<file path="src/rtl/mul_unit_if.sv">
// mul_unit_if: rv32 multiply-op type and the request/result handshake bundle
// shared by the multiply unit and its driver.
package mul_unit_pkg;
    typedef enum logic [2:0] {
        mulop_nop    = 3'd0,
        mulop_mul    = 3'd1,
        mulop_mulh   = 3'd2,
        mulop_mulhsu = 3'd3,
        mulop_mulhu  = 3'd4
    } rv32_mulop;
endpackage

interface mul_unit_if #(parameter int TAG_W = 5);
    import mul_unit_pkg::*;
    logic             i_valid;
    logic             o_ready;
    rv32_mulop        i_mulop;
    logic [31:0]      i_rs1;
    logic [31:0]      i_rs2;
    logic [TAG_W-1:0] i_tag;
    logic             i_flush;
    logic             o_valid;
    logic             i_ready;
    logic [31:0]      o_result;
    logic [TAG_W-1:0] o_tag;
    logic             o_busy;
    modport slave (
        input  i_valid, i_mulop, i_rs1, i_rs2, i_tag, i_flush, i_ready,
        output o_ready, o_valid, o_result, o_tag, o_busy
    );
    modport master (
        output i_valid, i_mulop, i_rs1, i_rs2, i_tag, i_flush, i_ready,
        input  o_ready, o_valid, o_result, o_tag, o_busy
    );
endinterface

</file>
<file path="src/rtl/mul_unit.sv">
// mul_unit: iterative RV32M shift-add multiplier (MUL/MULH/MULHSU/MULHU),
// magnitude multiply with a final sign fix, valid/ready result handshake.
module mul_unit
    import mul_unit_pkg::*;
#(
    parameter int STEP_BITS = 1,
    parameter int TAG_W     = 5
) (
    input logic        i_clk,
    input logic        i_rst,
    mul_unit_if.slave  io_mul
);
    typedef enum logic [1:0] {IDLE, CALC, FIX, DONE} state_t;

    state_t           r_state;
    rv32_mulop        r_op;
    logic [31:0]      r_a;
    logic [31:0]      r_b;
    logic             r_neg;
    logic [63:0]      r_acc;
    logic [5:0]       r_cnt;
    logic [31:0]      r_result;
    logic [TAG_W-1:0] r_tag;
    logic [TAG_W-1:0] r_otag;
    logic             r_valid;

    logic        w_accept;
    logic        w_nop;
    logic        w_sa;
    logic        w_sb;
    logic [63:0] w_pp;
    logic [63:0] w_fix;

    assign w_accept = io_mul.i_valid && io_mul.o_ready;
    assign w_nop    = !(io_mul.i_mulop inside {mulop_mul, mulop_mulh, mulop_mulhsu, mulop_mulhu});
    assign w_sa     = (io_mul.i_mulop == mulop_mulh || io_mul.i_mulop == mulop_mulhsu) && io_mul.i_rs1[31];
    assign w_sb     = (io_mul.i_mulop == mulop_mulh) && io_mul.i_rs2[31];
    assign w_pp     = {32'b0, r_a} * {{(64-STEP_BITS){1'b0}}, r_b[STEP_BITS-1:0]};
    assign w_fix    = r_neg ? -r_acc : r_acc;

    assign io_mul.o_ready  = (r_state == IDLE) && !io_mul.i_flush;
    assign io_mul.o_valid  = r_valid;
    assign io_mul.o_result = r_result;
    assign io_mul.o_tag    = r_otag;
    assign io_mul.o_busy   = (r_state != IDLE);

    // r_cnt tracks the bit offset of the current multiplier digit
    always_ff @(posedge i_clk or posedge i_rst) begin
        if (i_rst) begin
            r_state  <= IDLE;
            r_op     <= mulop_nop;
            r_a      <= '0;
            r_b      <= '0;
            r_neg    <= 1'b0;
            r_acc    <= '0;
            r_cnt    <= '0;
            r_result <= '0;
            r_tag    <= '0;
            r_otag   <= '0;
            r_valid  <= 1'b0;
        end else begin
            case (r_state)
                IDLE: if (w_accept) begin
                    r_op    <= io_mul.i_mulop;
                    r_tag   <= io_mul.i_tag;
                    r_a     <= w_sa ? -io_mul.i_rs1 : io_mul.i_rs1;
                    r_b     <= w_sb ? -io_mul.i_rs2 : io_mul.i_rs2;
                    r_neg   <= w_sa ^ w_sb;
                    r_acc   <= '0;
                    r_cnt   <= '0;
                    r_state <= w_nop ? DONE : CALC;
                    if (w_nop) begin
                        r_result <= '0;
                        r_otag   <= io_mul.i_tag;
                    end
                end
                CALC: if (io_mul.i_flush) begin
                    r_state <= IDLE;
                end else begin
                    r_acc <= r_acc + (w_pp << r_cnt);
                    r_b   <= r_b >> STEP_BITS;
                    r_cnt <= r_cnt + 6'(STEP_BITS);
                    if (r_cnt == 6'(32 - STEP_BITS))
                        r_state <= FIX;
                end
                FIX: if (io_mul.i_flush) begin
                    r_state <= IDLE;
                end else begin
                    r_result <= (r_op == mulop_mul) ? w_fix[31:0] : w_fix[63:32];
                    r_otag   <= r_tag;
                    r_state  <= DONE;
                end
                // valid rises on the first DONE edge, retires on a later one
                DONE: if (io_mul.i_flush || (r_valid && io_mul.i_ready)) begin
                    r_state <= IDLE;
                    r_valid <= 1'b0;
                end else begin
                    r_valid <= 1'b1;
                end
            endcase
        end
    end
endmodule
</file>
<file path="src/flat_wrapper.sv">
// flat-port wrapper written by rule: the top's interface ports become plain ports
module mul_unit_flat import mul_unit_pkg::*;
#(
    parameter int STEP_BITS = 1,
    parameter int TAG_W     = 5
)
  (i_clk, i_rst, io_mul_i_valid, io_mul_i_mulop, io_mul_i_rs1, io_mul_i_rs2, io_mul_i_tag, io_mul_i_flush, io_mul_i_ready, io_mul_o_ready, io_mul_o_valid, io_mul_o_result, io_mul_o_tag, io_mul_o_busy);
  mul_unit_if #(.TAG_W(TAG_W)) io_mul_i ();
  input logic i_clk;
  input logic i_rst;
  input wire logic [$bits(io_mul_i.i_valid)-1:0] io_mul_i_valid;
  input wire logic [$bits(io_mul_i.i_mulop)-1:0] io_mul_i_mulop;
  input wire logic [$bits(io_mul_i.i_rs1)-1:0] io_mul_i_rs1;
  input wire logic [$bits(io_mul_i.i_rs2)-1:0] io_mul_i_rs2;
  input wire logic [$bits(io_mul_i.i_tag)-1:0] io_mul_i_tag;
  input wire logic [$bits(io_mul_i.i_flush)-1:0] io_mul_i_flush;
  input wire logic [$bits(io_mul_i.i_ready)-1:0] io_mul_i_ready;
  output wire logic [$bits(io_mul_i.o_ready)-1:0] io_mul_o_ready;
  output wire logic [$bits(io_mul_i.o_valid)-1:0] io_mul_o_valid;
  output wire logic [$bits(io_mul_i.o_result)-1:0] io_mul_o_result;
  output wire logic [$bits(io_mul_i.o_tag)-1:0] io_mul_o_tag;
  output wire logic [$bits(io_mul_i.o_busy)-1:0] io_mul_o_busy;
  assign io_mul_i.i_valid = io_mul_i_valid;
  assign io_mul_i.i_mulop = io_mul_i_mulop;
  assign io_mul_i.i_rs1 = io_mul_i_rs1;
  assign io_mul_i.i_rs2 = io_mul_i_rs2;
  assign io_mul_i.i_tag = io_mul_i_tag;
  assign io_mul_i.i_flush = io_mul_i_flush;
  assign io_mul_i.i_ready = io_mul_i_ready;
  assign io_mul_o_ready = io_mul_i.o_ready;
  assign io_mul_o_valid = io_mul_i.o_valid;
  assign io_mul_o_result = io_mul_i.o_result;
  assign io_mul_o_tag = io_mul_i.o_tag;
  assign io_mul_o_busy = io_mul_i.o_busy;
  mul_unit #(.STEP_BITS(STEP_BITS), .TAG_W(TAG_W)) u_core (.i_clk(i_clk), .i_rst(i_rst), .io_mul(io_mul_i));
endmodule
</file>
<file path="config.mk">
export PLATFORM = sky130hd
export DESIGN_NAME = mul_unit_flat
export DESIGN_NICKNAME = d
export VERILOG_FILES = /design/src/rtl/mul_unit_if.sv /design/src/rtl/mul_unit.sv /design/src/flat_wrapper.sv
export SDC_FILE = /design/constraint.sdc
export NUM_CORES = 1
export LEC_CHECK = 0
export CAP_MARGIN = 20
export CORE_MARGIN = 2
export CORE_UTILIZATION = 40
export DETAILED_ROUTE_END_ITERATION = 12
export PLACE_DENSITY_LB_ADDON = 0.2
export SYNTH_ARGS = -nofsm -noshare
export SYNTH_HDL_FRONTEND = slang
export SYNTH_SLANG_ARGS = --single-unit
</file>
<file path="constraint.sdc">
create_clock -name i_clk -period 15.45 [get_ports i_clk]
set_input_delay 3.09 -clock i_clk [delete_from_list [all_inputs] [get_ports i_clk]]
set_output_delay 3.09 -clock i_clk [all_outputs]
set_load 0.05 [all_outputs]
</file>
==> impl_metrics.toml <==
[routing]
ant_nets = 0
vias_per_cell = 5.88
vias = 15308
drt-total-wl_um = 53400
drt-initial-drc-count = 1126
drc = 0
post_drt_wl_per_cell_um = 20.5
dr.pass1.iters = 5

[cts]
cts_made_buffers = 17
cts_resized = 0
insertion_delay_ps = 460
clk_pin_slew_ps = 70
tritoncts = "done"
htreeDepth = 4
cts_max_path_buffers = 2
post-cts-setup-buffers = 0
cts.sinks = 183
cts_hold_buf = 0
ctsRootBufferMaster = "clkbuf_16"

[setup_path]
crit_path_end_kind = "output port"
crit_slowest_cell = "clkdlybuf4s50_1"
arrival_ps = 4710
crit_fanout = 10
slowest_delay_ps = 810
crit_required_ps = 12360
worst_setup_path_start_kind = "input port"
cpMostUsedCell = "clkdlybuf4s50_1"
path_cells = "clkdlybuf4s50_1, nor2_1, clkdlybuf4s50_1"
critPathKind = "in2out"

[logic_synthesis]
synth_compound_area_frac = 0.251
synth_xor_area_frac = 0.0925
synth_edf_count = 0
yosysTopAreaCell = "dfrtp_1"
ys_seq_area_frac = 0.288
synthAdderAreaFrac = 0.0539
avgSynthCellArea_um2 = 7.74
synth_cells = 2055
synth-seq-cells = 183
yosysWarnings = 0
synth_top_family_by_area = "compound AO/OA/AOI/OAI gates"
synth_area_mm2 = 0.0159
synth_top_area_share = 0.288
ys.flop_type = "dfrtp_1"
synth_area_leaders = "dfrtp_1, o21ai_0, nand2_1"
synth-async-reset-ratio = 1.00
syn_nets = 2200
muxShareOfSynthArea = 0.0594
synth_cell_types = 68
yosys.area_share.simple = 0.215

[sta]
setup_viol = 0
period_share = 0.505
finalMaxSlewViolations = 0
clock.fmax_ghz = 0.128
hold_viol_final = 0
period_needed_ps = 7800
rsz0062_at_grt = "no"
maxSlewHeadroom = 0.271
worst_hold_slack_ps = 474
tightest_slew_ps = 1090
fin_tns_setup_ps = 0
finClkSkew_ps = 14.4

[global_route]
antenna_found_initial = 0
grt_pass1_vias = 14436
grt_util_all_layers = 0.259
busiest_layer = "met2"
grt_pass1_wl_um = 83400
met2_usage = 0.423
gr-usage-met1 = 0.352
grtUsageMet3 = 0.0344
grt_overflow_total = 0
grt_max_degree = 117

[pwr]
p_per_area_mw_per_mm2 = 139
pwr-share-clk = 0.177
leakage_uw = 0.00758
switching_share = 0.475
seq_power_share = 0.308
intPower_uw = 1310
ir_worst_vdd_mv = 0.0840
power_uw = 2500
power_frac_comb = 0.515
switchingPower_uw = 1190

[floorplanning]
die_h_um = 203
core_mm2 = 0.0395
die_w_um = 203
io_pins = 117
row_count = 73
start_util = 0.403
die-area_mm2 = 0.0414

[placement]
dpl.hpwl_um = 41000
io_buffer_count = 116
gp_congestion = 0.979
dp_cells = 2574
post_dp_cell_area_mm2 = 0.0174

[status]
status = "finished clean"

[cells_and_area]
design_area_mm2 = 0.0180
fillers = 4040
fin_nets = 2214
areaGrowthSynthToFinish_pct = 12.9
drive_gt1_frac = 0.0519
antennaDiodeCount = 0
fin_cells = 2605

[job]
maxCapViolations = 0

[worst_hold_path]
worstHoldPathType = "reg2reg"
==> final cells by class <==
cell class / count / area [um2] / share of cell area
clock inverter: 10 / 96.3 / 0.00536
clock buffer: 20 / 467 / 0.0260
multi-input combinational: 1702 / 10700 / 0.597
inverter: 31 / 124 / 0.00689
timing repair buffer: 134 / 1310 / 0.0728
sequential: 183 / 4580 / 0.255
tap: 525 / 657 / 0.0366
==> flip-flops by register name, summed over array words and instances, names as in the netlist <==
| register | count |
|---|---|
| u_core.r_state | 2 |
| u_core.io_mul.o_result | 32 |
| u_core.r_tag | 5 |
| u_core.r_op | 3 |
| u_core.r_neg | 1 |
| u_core.io_mul.o_valid | 1 |
| u_core.r_b | 32 |
| u_core.io_mul.o_tag | 5 |
| u_core.r_a | 32 |
| u_core.r_acc | 64 |
| u_core.r_cnt | 6 |
==> cells by family (layout without fill, tap and decap cells) <==
logic type               count (synthesis)  in the layout
AO/OA/AOI/OAI                          660            660
XOR/XNOR                               168            168
adder cells (fa/ha/maj)                 68             68
buffers and inverters                  170            195
flip-flops                             183            183
multiplexers                            65             65
AND/OR/NAND/NOR                        741            741
==> placed cells by master, fill, tap and decap left out, types with 7 or more instances in the layout <==
master           netlist  layout
nand3_1               52      52
dfrtp_1              183     181
clkdlybuf4s50_1        0     116
nor2b_1               15      14
nand4_1               26      26
o21bai_1              11      11
ha_1                  67      67
clkbuf_16              0      17
a31oi_1               22      22
xor2_1               110     110
nand2b_1              21      20
nor3_1                35      35
inv_1                 30      29
mux4_2                23      23
and3_1                12      12
or3_1                 25      24
o31ai_1               38      38
o22ai_1               29      29
nor4_1                16      16
nand2_1              331     331
o221ai_1              22      22
or4_1                 16      16
or2_2                 15      15
buf_4                  0      17
and2_1                23      23
o21a_1                 7       7
xnor2_1               58      58
a21oi_1              159     158
o41ai_1               17      17
o21ai_0              254     254
mux2i_1               37      37
a21o_1                40      40
nor2_1               136     133
a22o_1                12      12
==> path summary, 6_finish.rpt <==
check                                            start                                endpoint  slack (ps)  cells after the start
max in group asynchronous                        i_rst                u_core.r_neg$_DFFE_PP0P_       10770                      3
min in group asynchronous                        i_rst  u_core.io_mul.o_result[26]$_DFFE_PP0P_        3160                      2
hold reg to reg            u_core.r_cnt[1]$_DFFE_PP0P_             u_core.r_cnt[1]$_DFFE_PP0P_         470                      2
setup reg to reg           u_core.r_cnt[0]$_DFFE_PP0P_            u_core.r_acc[63]$_DFFE_PP0P_        9440                     20
setup / recovery                        io_mul_i_flush                          io_mul_o_ready        7650                      3
hold / removal             u_core.r_cnt[1]$_DFFE_PP0P_             u_core.r_cnt[1]$_DFFE_PP0P_         470                      2
==> through the flow <==
step | setup WS, ps | util
final | 7650 | 0.455
after global routing | 7550 | 0.455
after CTS | 7620 | 0.455
after detailed placement | 7620 | 0.441
after global placement | 7600 | 0.441
after floorplan | 7390 | -
==> worst max-delay path, delay by kind of cell <==
family        cells  cell delay (ps)
simple gates      1              180
buf+inv           2             1440
==> routing by layer <==
layer	share of wire	routed length, um
met1	0.46	24400
met2	0.47	24900
met3	0.045	2420
met4	0.032	1690
met5	0	0
==> power by group through the flow <==
| stage | registers [uW] | logic, uW | clock network, uW |
|---|---|---|---|
| 2_1_floorplan | 789 | 842 | 0 |
| 3_3_place_gp | 773 | 1250 | 0 |
| 3_5_place_dp | 777 | 1270 | 0 |
| 4_1_cts | 769 | 1270 | 453 |
| 5_1_grt | 785 | 1410 | 473 |
| 6_report | 768 | 1290 | 442 |
==> cells in the mapped netlist, types with 6 or more instances <==
master,number
dfrtp_1,183
o31ai_1,38
nand2b_1,21
nor3_1,35
buf_1,16
o21bai_1,11
nand4_1,26
mux2i_1,37
a22o_1,12
nand2_1,331
a31oi_1,22
nor2b_1,15
mux4_2,23
xnor2_1,58
xor2_1,110
clkbuf_1,122
ha_1,67
or3_1,25
nor2_1,136
o41ai_1,17
nand3_1,52
a221oi_1,6
nand3b_1,6
and2_1,23
o221ai_1,22
or4_1,16
o21a_1,7
o22ai_1,29
a21o_1,40
or2_2,15
nor4_1,16
inv_1,30
o21ai_0,254
a21oi_1,159
and3_1,12
No activity file was read; power rests on OpenSTA's default activity.
